`config.mk`:
```
export PLATFORM = sky130hd
export DESIGN_NAME = dicd_result_serializer
export DESIGN_NICKNAME = d
export VERILOG_FILES = /design/src/rtl/dicd_result_serializer_pkg.sv /design/src/rtl/dicd_result_serializer_fifo.sv /design/src/rtl/dicd_result_serializer.sv
export SDC_FILE = /design/constraint.sdc
export NUM_CORES = 1
export LEC_CHECK = 0
export CORE_MARGIN = 5
export CORE_UTILIZATION = 50
export DETAILED_ROUTE_END_ITERATION = 8
export PLACE_DENSITY = 0.75
export SLEW_MARGIN = 5
export SYNTH_ARGS = -nofsm -noshare
export SYNTH_HDL_FRONTEND = slang
export SYNTH_SLANG_ARGS = --single-unit
```
`constraint.sdc`:
```
create_clock -name clk -period 7.2 [get_ports clk]
set_input_delay 0.72 -clock clk [delete_from_list [all_inputs] [get_ports clk]]
set_output_delay 0.72 -clock clk [all_outputs]
set_load 0.005 [all_outputs]
```
`src/rtl/dicd_result_serializer_pkg.sv`:
```
// Shared types for the DICD result serializer. Word count depends on DICD_SER_CHECKSUM_EN
// (defined: trailing XOR checksum word, NW=6; undefined: NW=5).
package dicd_result_serializer_pkg;

  localparam int DICD_SER_W = 16;
`ifdef DICD_SER_CHECKSUM_EN
  localparam int DICD_SER_NW = 6;
`else
  localparam int DICD_SER_NW = 5;
`endif

  localparam int FIELD_W = 14;
  localparam int ANG_W   = 11;

  typedef logic [FIELD_W-1:0] phi_t;
  typedef logic [FIELD_W-1:0] gamma_t;
  typedef logic [FIELD_W-1:0] mag_t;
  typedef logic [ANG_W-1:0]   ang_t;
  typedef logic [FIELD_W-1:0] lambda_t;

  typedef struct packed {
    phi_t    phi;
    gamma_t  gamma;
    mag_t    mag;
    ang_t    ang;
    lambda_t lambda;
  } dicd_result_t;

  typedef enum logic [0:0] {
    ST_IDLE = 1'b0,
    ST_SEND = 1'b1
  } ser_state_e;

endpackage

```
`src/rtl/dicd_result_serializer_fifo.sv`:
```
// Tuple FIFO for the result serializer; exposes the head and the entry behind it
// combinationally so the serializer can chain tuples without a bubble.
module dicd_result_fifo
  import dicd_result_serializer_pkg::*;
#(
  parameter int DEPTH = 2,
  localparam int AW = $clog2(DEPTH),
  localparam int CW = $clog2(DEPTH + 1)
) (
  input  logic          clk,
  input  logic          rst,
  input  logic          push_i,
  input  dicd_result_t  wr_data_i,
  input  logic          pop_i,
  output dicd_result_t  head_o,
  output dicd_result_t  next_o,
  output logic          full_o,
  output logic          empty_o,
  output logic [CW-1:0] count_o
);

  dicd_result_t  mem_q [DEPTH];
  logic [AW-1:0] wr_ptr_q, wr_ptr_d;
  logic [AW-1:0] rd_ptr_q, rd_ptr_d;
  logic [CW-1:0] count_q, count_d;
  logic          push_s, pop_s;

  assign full_o  = (count_q == CW'(DEPTH));
  assign empty_o = (count_q == {CW{1'b0}});
  assign count_o = count_q;
  assign push_s  = push_i && !full_o;
  assign pop_s   = pop_i && !empty_o;
  assign head_o  = mem_q[rd_ptr_q];
  assign next_o  = mem_q[rd_ptr_q + AW'(1)];

  always_comb begin
    wr_ptr_d = push_s ? (wr_ptr_q + AW'(1)) : wr_ptr_q;
    rd_ptr_d = pop_s ? (rd_ptr_q + AW'(1)) : rd_ptr_q;
    count_d  = count_q + CW'(push_s) - CW'(pop_s);
  end

  always_ff @(posedge clk) begin
    if (rst) begin
      wr_ptr_q <= {AW{1'b0}};
      rd_ptr_q <= {AW{1'b0}};
      count_q  <= {CW{1'b0}};
    end else begin
      wr_ptr_q <= wr_ptr_d;
      rd_ptr_q <= rd_ptr_d;
      count_q  <= count_d;
    end
  end

  // Storage carries no reset; only occupied entries are ever read.
  always_ff @(posedge clk) begin
    if (push_s) begin
      mem_q[wr_ptr_q] <= wr_data_i;
    end
  end

endmodule

```
`src/rtl/dicd_result_serializer.sv`:
```
// DICD result serializer: buffers result tuples and streams them as sign-extended words.
// DICD_SER_CHECKSUM_EN appends an XOR checksum word carrying out_eof.
module dicd_result_serializer
  import dicd_result_serializer_pkg::*;
#(
  parameter int DEPTH = 2,
  parameter int OUT_W = DICD_SER_W
) (
  input  logic             clk,
  input  logic             rst,
  input  logic             in_valid,
  output logic             in_ready,
  input  logic [13:0]      in_phi,
  input  logic [13:0]      in_gamma,
  input  logic [13:0]      in_mag,
  input  logic [10:0]      in_ang,
  input  logic [13:0]      in_lambda,
  output logic             out_valid,
  input  logic             out_ready,
  output logic [OUT_W-1:0] out_data,
  output logic             out_sof,
  output logic             out_eof,
  output logic [15:0]      frame_cnt
);

  localparam int CW = $clog2(DEPTH + 1);

  ser_state_e    state_q, state_d;
  logic          out_valid_q, out_valid_d;
  logic [OUT_W-1:0] out_data_q, out_data_d;
  logic          out_sof_q, out_sof_d;
  logic          out_eof_q, out_eof_d;
  logic [2:0]    idx_q, idx_d;
  logic [15:0]   frame_cnt_q, frame_cnt_d;

  dicd_result_t  in_tuple_s, head_s, next_s, chain_s;
  logic          fifo_full_s, fifo_empty_s;
  logic [CW-1:0] fifo_count_s;
  logic          push_s, pop_s, eof_hs_s, adv_s, has_next_s, two_held_s;

  function automatic logic [OUT_W-1:0] word_of(input dicd_result_t t, input logic [2:0] idx);
    logic [OUT_W-1:0] w_phi, w_gamma, w_mag, w_ang, w_lambda, w;
    w_phi    = {{(OUT_W-FIELD_W){t.phi[FIELD_W-1]}}, t.phi};
    w_gamma  = {{(OUT_W-FIELD_W){t.gamma[FIELD_W-1]}}, t.gamma};
    w_mag    = {{(OUT_W-FIELD_W){t.mag[FIELD_W-1]}}, t.mag};
    w_ang    = {{(OUT_W-ANG_W){t.ang[ANG_W-1]}}, t.ang};
    w_lambda = {{(OUT_W-FIELD_W){t.lambda[FIELD_W-1]}}, t.lambda};
    case (idx)
      3'd0:    w = w_phi;
      3'd1:    w = w_gamma;
      3'd2:    w = w_mag;
      3'd3:    w = w_ang;
      3'd4:    w = w_lambda;
`ifdef DICD_SER_CHECKSUM_EN
      3'd5:    w = w_phi ^ w_gamma ^ w_mag ^ w_ang ^ w_lambda;
`endif
      default: w = {OUT_W{1'b0}};
    endcase
    return w;
  endfunction

  assign in_tuple_s = '{phi: in_phi, gamma: in_gamma, mag: in_mag, ang: in_ang, lambda: in_lambda};
  assign in_ready   = !rst && !fifo_full_s;
  assign push_s     = in_valid && in_ready;
  assign eof_hs_s   = out_valid_q && out_ready && out_eof_q;
  assign adv_s      = !out_valid_q || out_ready;
  // A tuple pushed while the head finishes becomes the new head; take it from the input.
  assign two_held_s = (fifo_count_s > CW'(1));
  assign has_next_s = two_held_s || push_s;
  assign chain_s    = two_held_s ? next_s : in_tuple_s;

  dicd_result_fifo #(
    .DEPTH (DEPTH)
  ) u_fifo (
    .clk       (clk),
    .rst       (rst),
    .push_i    (push_s),
    .wr_data_i (in_tuple_s),
    .pop_i     (pop_s),
    .head_o    (head_s),
    .next_o    (next_s),
    .full_o    (fifo_full_s),
    .empty_o   (fifo_empty_s),
    .count_o   (fifo_count_s)
  );

  always_ff @(posedge clk) begin
    if (rst) begin
      state_q <= ST_IDLE;
    end else begin
      state_q <= state_d;
    end
  end

  always_comb begin
    state_d = state_q;
    case (state_q)
      ST_IDLE: begin
        if (!fifo_empty_s) state_d = ST_SEND;
        else               state_d = ST_IDLE;
      end
      ST_SEND: begin
        if (eof_hs_s && !has_next_s) state_d = ST_IDLE;
        else                         state_d = ST_SEND;
      end
      default: state_d = ST_IDLE;
    endcase
  end

  // idx_q is the index of the word loaded on the next advance.
  always_comb begin
    out_valid_d = out_valid_q;
    out_data_d  = out_data_q;
    out_sof_d   = out_sof_q;
    out_eof_d   = out_eof_q;
    idx_d       = idx_q;
    frame_cnt_d = frame_cnt_q;
    pop_s       = 1'b0;
    case (state_q)
      ST_IDLE: begin
        out_valid_d = 1'b0;
        out_sof_d   = 1'b0;
        out_eof_d   = 1'b0;
        idx_d       = 3'd0;
      end
      ST_SEND: begin
        if (eof_hs_s) begin
          pop_s       = 1'b1;
          frame_cnt_d = frame_cnt_q + 16'd1;
          if (has_next_s) begin
            out_valid_d = 1'b1;
            out_data_d  = word_of(chain_s, 3'd0);
            out_sof_d   = 1'b1;
            out_eof_d   = 1'b0;
            idx_d       = 3'd1;
          end else begin
            out_valid_d = 1'b0;
            out_sof_d   = 1'b0;
            out_eof_d   = 1'b0;
            idx_d       = 3'd0;
          end
        end else if (adv_s) begin
          out_valid_d = 1'b1;
          out_data_d  = word_of(head_s, idx_q);
          out_sof_d   = (idx_q == 3'd0);
          out_eof_d   = (idx_q == 3'(DICD_SER_NW - 1));
          idx_d       = idx_q + 3'd1;
        end else begin
          out_valid_d = out_valid_q;
          out_data_d  = out_data_q;
          out_sof_d   = out_sof_q;
          out_eof_d   = out_eof_q;
          idx_d       = idx_q;
        end
      end
      default: begin
        out_valid_d = 1'b0;
        idx_d       = 3'd0;
      end
    endcase
  end

  always_ff @(posedge clk) begin
    if (rst) begin
      out_valid_q <= 1'b0;
      out_data_q  <= {OUT_W{1'b0}};
      out_sof_q   <= 1'b0;
      out_eof_q   <= 1'b0;
      idx_q       <= 3'd0;
      frame_cnt_q <= 16'd0;
    end else begin
      out_valid_q <= out_valid_d;
      out_data_q  <= out_data_d;
      out_sof_q   <= out_sof_d;
      out_eof_q   <= out_eof_d;
      idx_q       <= idx_d;
      frame_cnt_q <= frame_cnt_d;
    end
  end

  assign out_valid = out_valid_q;
  assign out_data  = out_data_q;
  assign out_sof   = out_sof_q;
  assign out_eof   = out_eof_q;
  assign frame_cnt = frame_cnt_q;

endmodule

```
# Word-level counts from Yosys, hierarchy flattened
# Memories as Yosys holds them, arrays and structs flattened. A register that Yosys moved wholly into a read port is not among the register bits.
# Cells that the tools add are included.
[op_classes]
order_cmp = 1
muxes = 28
n_eq_ne = 7
bitwise = 1
n_reduce_logical = 19
addsub = 6
[ops]
columns = ["cell", "count"]
rows = [
  ["$pmux 16 s5", 1],
  ["$mux 67", 1],
  ["$mux 16", 3],
  ["$add 16x1->16 const B", 1],
  ["$mux 1", 16],
  ["$pmux 1 s2", 4],
  ["$logic_and 1x1->1", 7],
  ["$eq 3x2->1 const B", 2],
  ["$mux 3", 2],
  ["$pmux 3 s2", 1],
  ["$logic_not 1->1", 5],
  ["$add 3x1->3 const B", 1],
  ["$eq 3x1->1 const B", 1],
  ["$eq 3x3->1 const B", 1],
  ["$logic_not 3->1", 1],
  ["$ne 3x1->1 const B", 1],
  ["$reduce_and 3->1", 1],
  ["$add 1x1->1 const B", 2],
  ["$add 2x1->2", 1],
  ["$eq 2x2->1 const B", 1],
  ["$gt 2x1->1 const B", 1],
  ["$logic_not 2->1", 1],
  ["$logic_or 1x1->1", 2],
  ["$ne 2x1->1 const B", 1],
  ["other kinds (4)", 4],
]
[totals]
ramBits = 134
n_memories = 1
out_inout_bits = 36
wordCells = 73
reg_bits = 43
[mem_list]
columns = ["memory", "depth", "word_bits", "rd", "rd_ports_with_merged_regs", "write_ports", "line_no", "text"]
rows = [
  ["u_fifo.mem_q", 2, 67, 2, 1, 1, "dicd_result_serializer_fifo.sv:22", "dicd_result_t mem_q [DEPTH];"],
]

# Logic depth before layout (Yosys ltp)
[depth]
ltp_word = 9
depth_mapped = 10

# By module
# A second synthesis with hierarchy kept.
[unflattened]
cells_unflattened = 583
hier_area_um2 = 8255.4
[modules_own_cells]
columns = ["mod", "seq_area_each_um2", "area_each_um2", "n_inst", "cells_per_inst"]
rows = [
  ["dicd_result_fifo", 4124.0, 5978.2, 1, 311],
  ["dicd_result_serializer", 740.7, 2277.2, 1, 272],
]

# Least setup slack after synthesis
# No wires, ideal clock.
[synth_timing]
path_kind = "input to register"
from = "input port rst"
to = "memory u_fifo.mem_q[0][0] in the netlist's numbering, enable pin"
path_slack_ns = 2.502
arrival_ns = 4.197
setup_time_ns = 0.500
path_buffers = 1
stages = 4
cell_sequence = "clkbuf_1 > inv_1 > o211a_1 > nor2b_1"
[synth_between]
elab_chain_len = 6
[synth_lines]
columns = ["element", "line_no", "text"]
rows = [
  ["start: declaration", "dicd_result_serializer.sv:10", "input logic rst,"],
  ["$logic_not 1->1", "dicd_result_serializer.sv:63", "assign in_ready = !rst && !fifo_full_s;"],
  ["$logic_and 1x1->1", "dicd_result_serializer.sv:63", ""],
  ["$logic_and 1x1->1", "dicd_result_serializer.sv:64", "assign push_s = in_valid && in_ready;"],
  ["$logic_and 1x1->1", "dicd_result_serializer_fifo.sv:31", "assign push_s = push_i && !full_o;"],
  ["via u_fifo.push_s", "dicd_result_serializer_fifo.sv:26", "logic push_s, pop_s;"],
  ["$mux 1", "dicd_result_serializer_fifo.sv:56", "if (push_s) begin"],
  ["$mux 1 (not written as such)", "dicd_result_serializer_fifo.sv:57", "mem_q[wr_ptr_q] <= wr_data_i;"],
  ["end: declaration", "dicd_result_serializer_fifo.sv:22", ""],
]
# The timed path passes the listed nets, and every way through them passes these cells.

# Final worst setup path
[layout_timing]
from = "input port rst"
to = "memory u_fifo.mem_q[0][22] in the netlist's numbering, enable pin"
# The elaborated chain is that of the path after synthesis.

==> results.py <==
metrics = {
    "setup_path": {
        "crit_path_start_kind": "input pin",
        "path_class": "input pin to flop",
        "crit_slowest_cell": "clkdlybuf4s50_1",
        "worstPathRequired_ns": 7.27,
        "cp.arrival_ns": 3.63,
        "path_buf_inv": 3,
        "critPathMaxStageDelay_ns": 0.90,
        "crit_path_end_kind": "flop",
        "cp_max_fo": 36,
        "crit_path_cell_trace": "clkdlybuf4s50_1, inv_1, o211a_1, nor2b_4, buf_4",
        "path_delay_family": "buffers and inverters",
    },
    "routing": {
        "viasPerCell": 6.00,
        "drtPass1Iterations": 5,
        "route.detailed.drc": 0,
        "wirelength_um": 16200,
        "drtIter0Drc": 412,
        "via_count": 4756,
        "routedWlPerCell_um": 20.4,
        "antenna_left": 0,
    },
    "cts": {
        "cts_root_buf": "clkbuf_16",
        "numCtsBuffers": 17,
        "hold_buffers": 0,
        "cts_setup_buffers": 0,
        "clock_sinks": 176,
        "insertion_delay_ns": 0.43,
        "tritoncts": "built",
        "path_clk_slew_ns": 0.06,
        "cts-resized-gates": 0,
        "clk_path_buf_depth": 2,
        "cts-htree-levels": 4,
    },
    "sta": {
        "slew_headroom_pct": 16.9,
        "finalSetupViolations": 0,
        "worst_slack_ns": 3.65,
        "fin_crit_ns": 3.55,
        "tightest_slew_ns": 1.24,
        "fin_worst_skew_ns": 0.00662,
        "hold_viol": 0,
        "report.final.slew_viol_count": 0,
        "finalSetupTns_ns": 0,
        "grt_setup_unrepaired": "false",
        "fmaxAchievable_mhz": 281,
        "fin_crit_sh_pct": 49.4,
    },
    "layout": {
        "layoutNonFillerInstCount": 793,
        "nets": 675,
        "num_antenna_cells": 0,
        "final_area_um2": 9040,
        "num-fill-cells": 1035,
        "final_layout_size_suffix_gt1_share_pct": 11.7,
        "multi_input_area_um2": 2180,
        "area_growth_syn_to_layout_pct": 25.2,
        "regArea_um2": 4860,
    },
    "power": {
        "vdd.ir_drop.worst_v": 0.000169,
        "p_int_w": 0.00180,
        "p_sw_share_pct": 21.0,
        "combPwrFrac_pct": 6.7,
        "power_w": 0.00228,
        "p_leak_nw": 2.87,
        "netSwitchingPower_w": 0.000480,
        "power_per_cell_area_nw_per_um2": 252,
        "pwr-share-seq_pct": 50.6,
        "pwr-share-clk_pct": 42.8,
    },
    "grt": {
        "grt_pass1_vias": 4822,
        "grt_start_max_net_pins": 38,
        "antenna_found_initial": 0,
        "grt_pass1_wl_um": 24800,
        "track_usage_pct": 19.4,
        "grt.overflow.total": 0,
    },
    "synth": {
        "ys_seq_area_share_pct": 67.4,
        "syn-num-nets": 582,
        "synth_cell_types": 48,
        "netlist_area_um2": 7220,
        "yosysTopAreaCell": "edfxtp_1",
        "synthCells": 503,
        "synth_edf_count": 134,
        "async_reset_ff_share_pct": 0,
        "synth_ff_type": "edfxtp_1",
        "synthDominantCellAreaShare_pct": 55.7,
        "synthTopCellsByArea": "edfxtp_1, dfxtp_1, mux2_2",
        "yosysWarnings": 0,
        "syn-mean-instance-area_um2": 14.4,
        "synth-seq-cells": 176,
    },
    "die": {
        "die_w_um": 130,
        "pin_count": 107,
        "initial_core_util_pct": 50.3,
        "rows": 44,
        "core_um2": 14400,
        "die_area_um2": 16900,
        "die-height_um": 130,
    },
    "place": {
        "preCtsSetupSlack_ns": 3.19,
        "place_congestion": 0.811,
        "dpl_cell_area_um2": 8410,
        "dp.final_hpwl_um": 10600,
        "post-place-cells": 761,
        "io_buffers": 106,
    },
    "worst_hold_path": {
        "hold_path.class": "flop to flop",
    },
    "job": {
        "cap_violations": 0,
    },
    "status": {
        "status": "finished, final reports clean",
    },
}
## metal layers
layer  wire, um  up-vias  share of wire [%]  track usage [%]
met1       6570     2343                 41             24.2
met5          0        -                  0                0
li1           -     2194                  -                -
met3       1190       26                7.3             5.57
met2       8000      193                 49             32.1
met4        422        0                2.6             7.40
## cells in the final DEF, fill, tap and decap left out, drive strengths merged, types with 9 or more instances in the layout
cell type        n
edfxtp         134
clkdlybuf4s50  106
dfxtp           42
nor2            34
mux2            32
mux2i           21
a222oi          20
clkbuf          17
nand2           15
inv             15
a21oi           13
a211o           13
a32o            13
a22oi           11
o211ai          10
o21ai            9
## synth_stat cells, types with 9 or more instances
cell type and instances:
nor2_1 34, a21oi_1 13, o211ai_1 10, o21ai_0 9, dfxtp_1 42, a222oi_1 20, nand2_1 15, clkbuf_1 28
mux2i_1 21, a22oi_1 11, a211o_1 13, mux2_2 32, a32o_1 13, inv_1 10, edfxtp_1 134
## power groups by stage
stage          sequential, W  clock [W]  combinational (W)
3_5_place_dp         0.00117          0           0.000152
2_1_floorplan        0.00117          0          0.0000695
4_1_cts              0.00115   0.000988           0.000153
6_report             0.00115   0.000976           0.000152
3_3_place_gp         0.00117          0           0.000148
5_1_grt              0.00116    0.00103           0.000165
## sequential cells by signal, indices dropped and copies added (netlist names), named ones only
signal,count
u_fifo.count_o,2
frame_cnt,16
u_fifo.mem_q,134
out_valid,1
state_q,1
out_sof,1
out_eof,1
u_fifo.wr_ptr_q,1
u_fifo.rd_ptr_q,1
idx_q,3
out_data,14
## per-stage QoR
step / hold WS (ns) / utilization, %
after floorplan: 0.465 / -
after global placement: 0.468 / 58.5
after detailed placement: 0.483 / 58.5
after CTS: 0.498 / 62.9
after global routing: 0.539 / 62.9
final: 0.498 / 62.9
## cell type report
class,instances,share of cell area [%]
clock inverter,15,2.30
timing repair buffer,110,12.1
inverter,10,0.415
clock buffer,17,4.71
tap,184,2.55
multi-input combinational,281,24.1
sequential,176,53.8
## final timing paths
kind	start	slack, ns	depth (start not counted)	end
worst max register to register	u_fifo.count_o[1]	4.00	4	u_fifo.mem_q[0][22]
worst min-delay path	out_data[0]	0.50	1	out_data[0]
worst min register to register	out_data[0]	0.50	1	out_data[0]
worst max-delay path	rst	3.65	5	u_fifo.mem_q[0][22]
## worst register-to-register path: stages, from the launching register on
cell and delay (ns):
dfxtp_1 0.39, inv_1 0.73, o211a_1 0.32, nor2b_4 0.80, buf_4 0.58
## cells by family (layout without fill, tap and decap cells)
logic type,Yosys count,count (layout),synth area share [%]
compound gates,111,111,12.4
xor+xnor,12,12,1.46
fa+ha+maj,8,8,1.39
buf+inv,46,152,2.53
flops,176,176,67.4
mux,53,53,7.90
simple gates,97,97,6.91
Power figures use the tool's default switching activity.
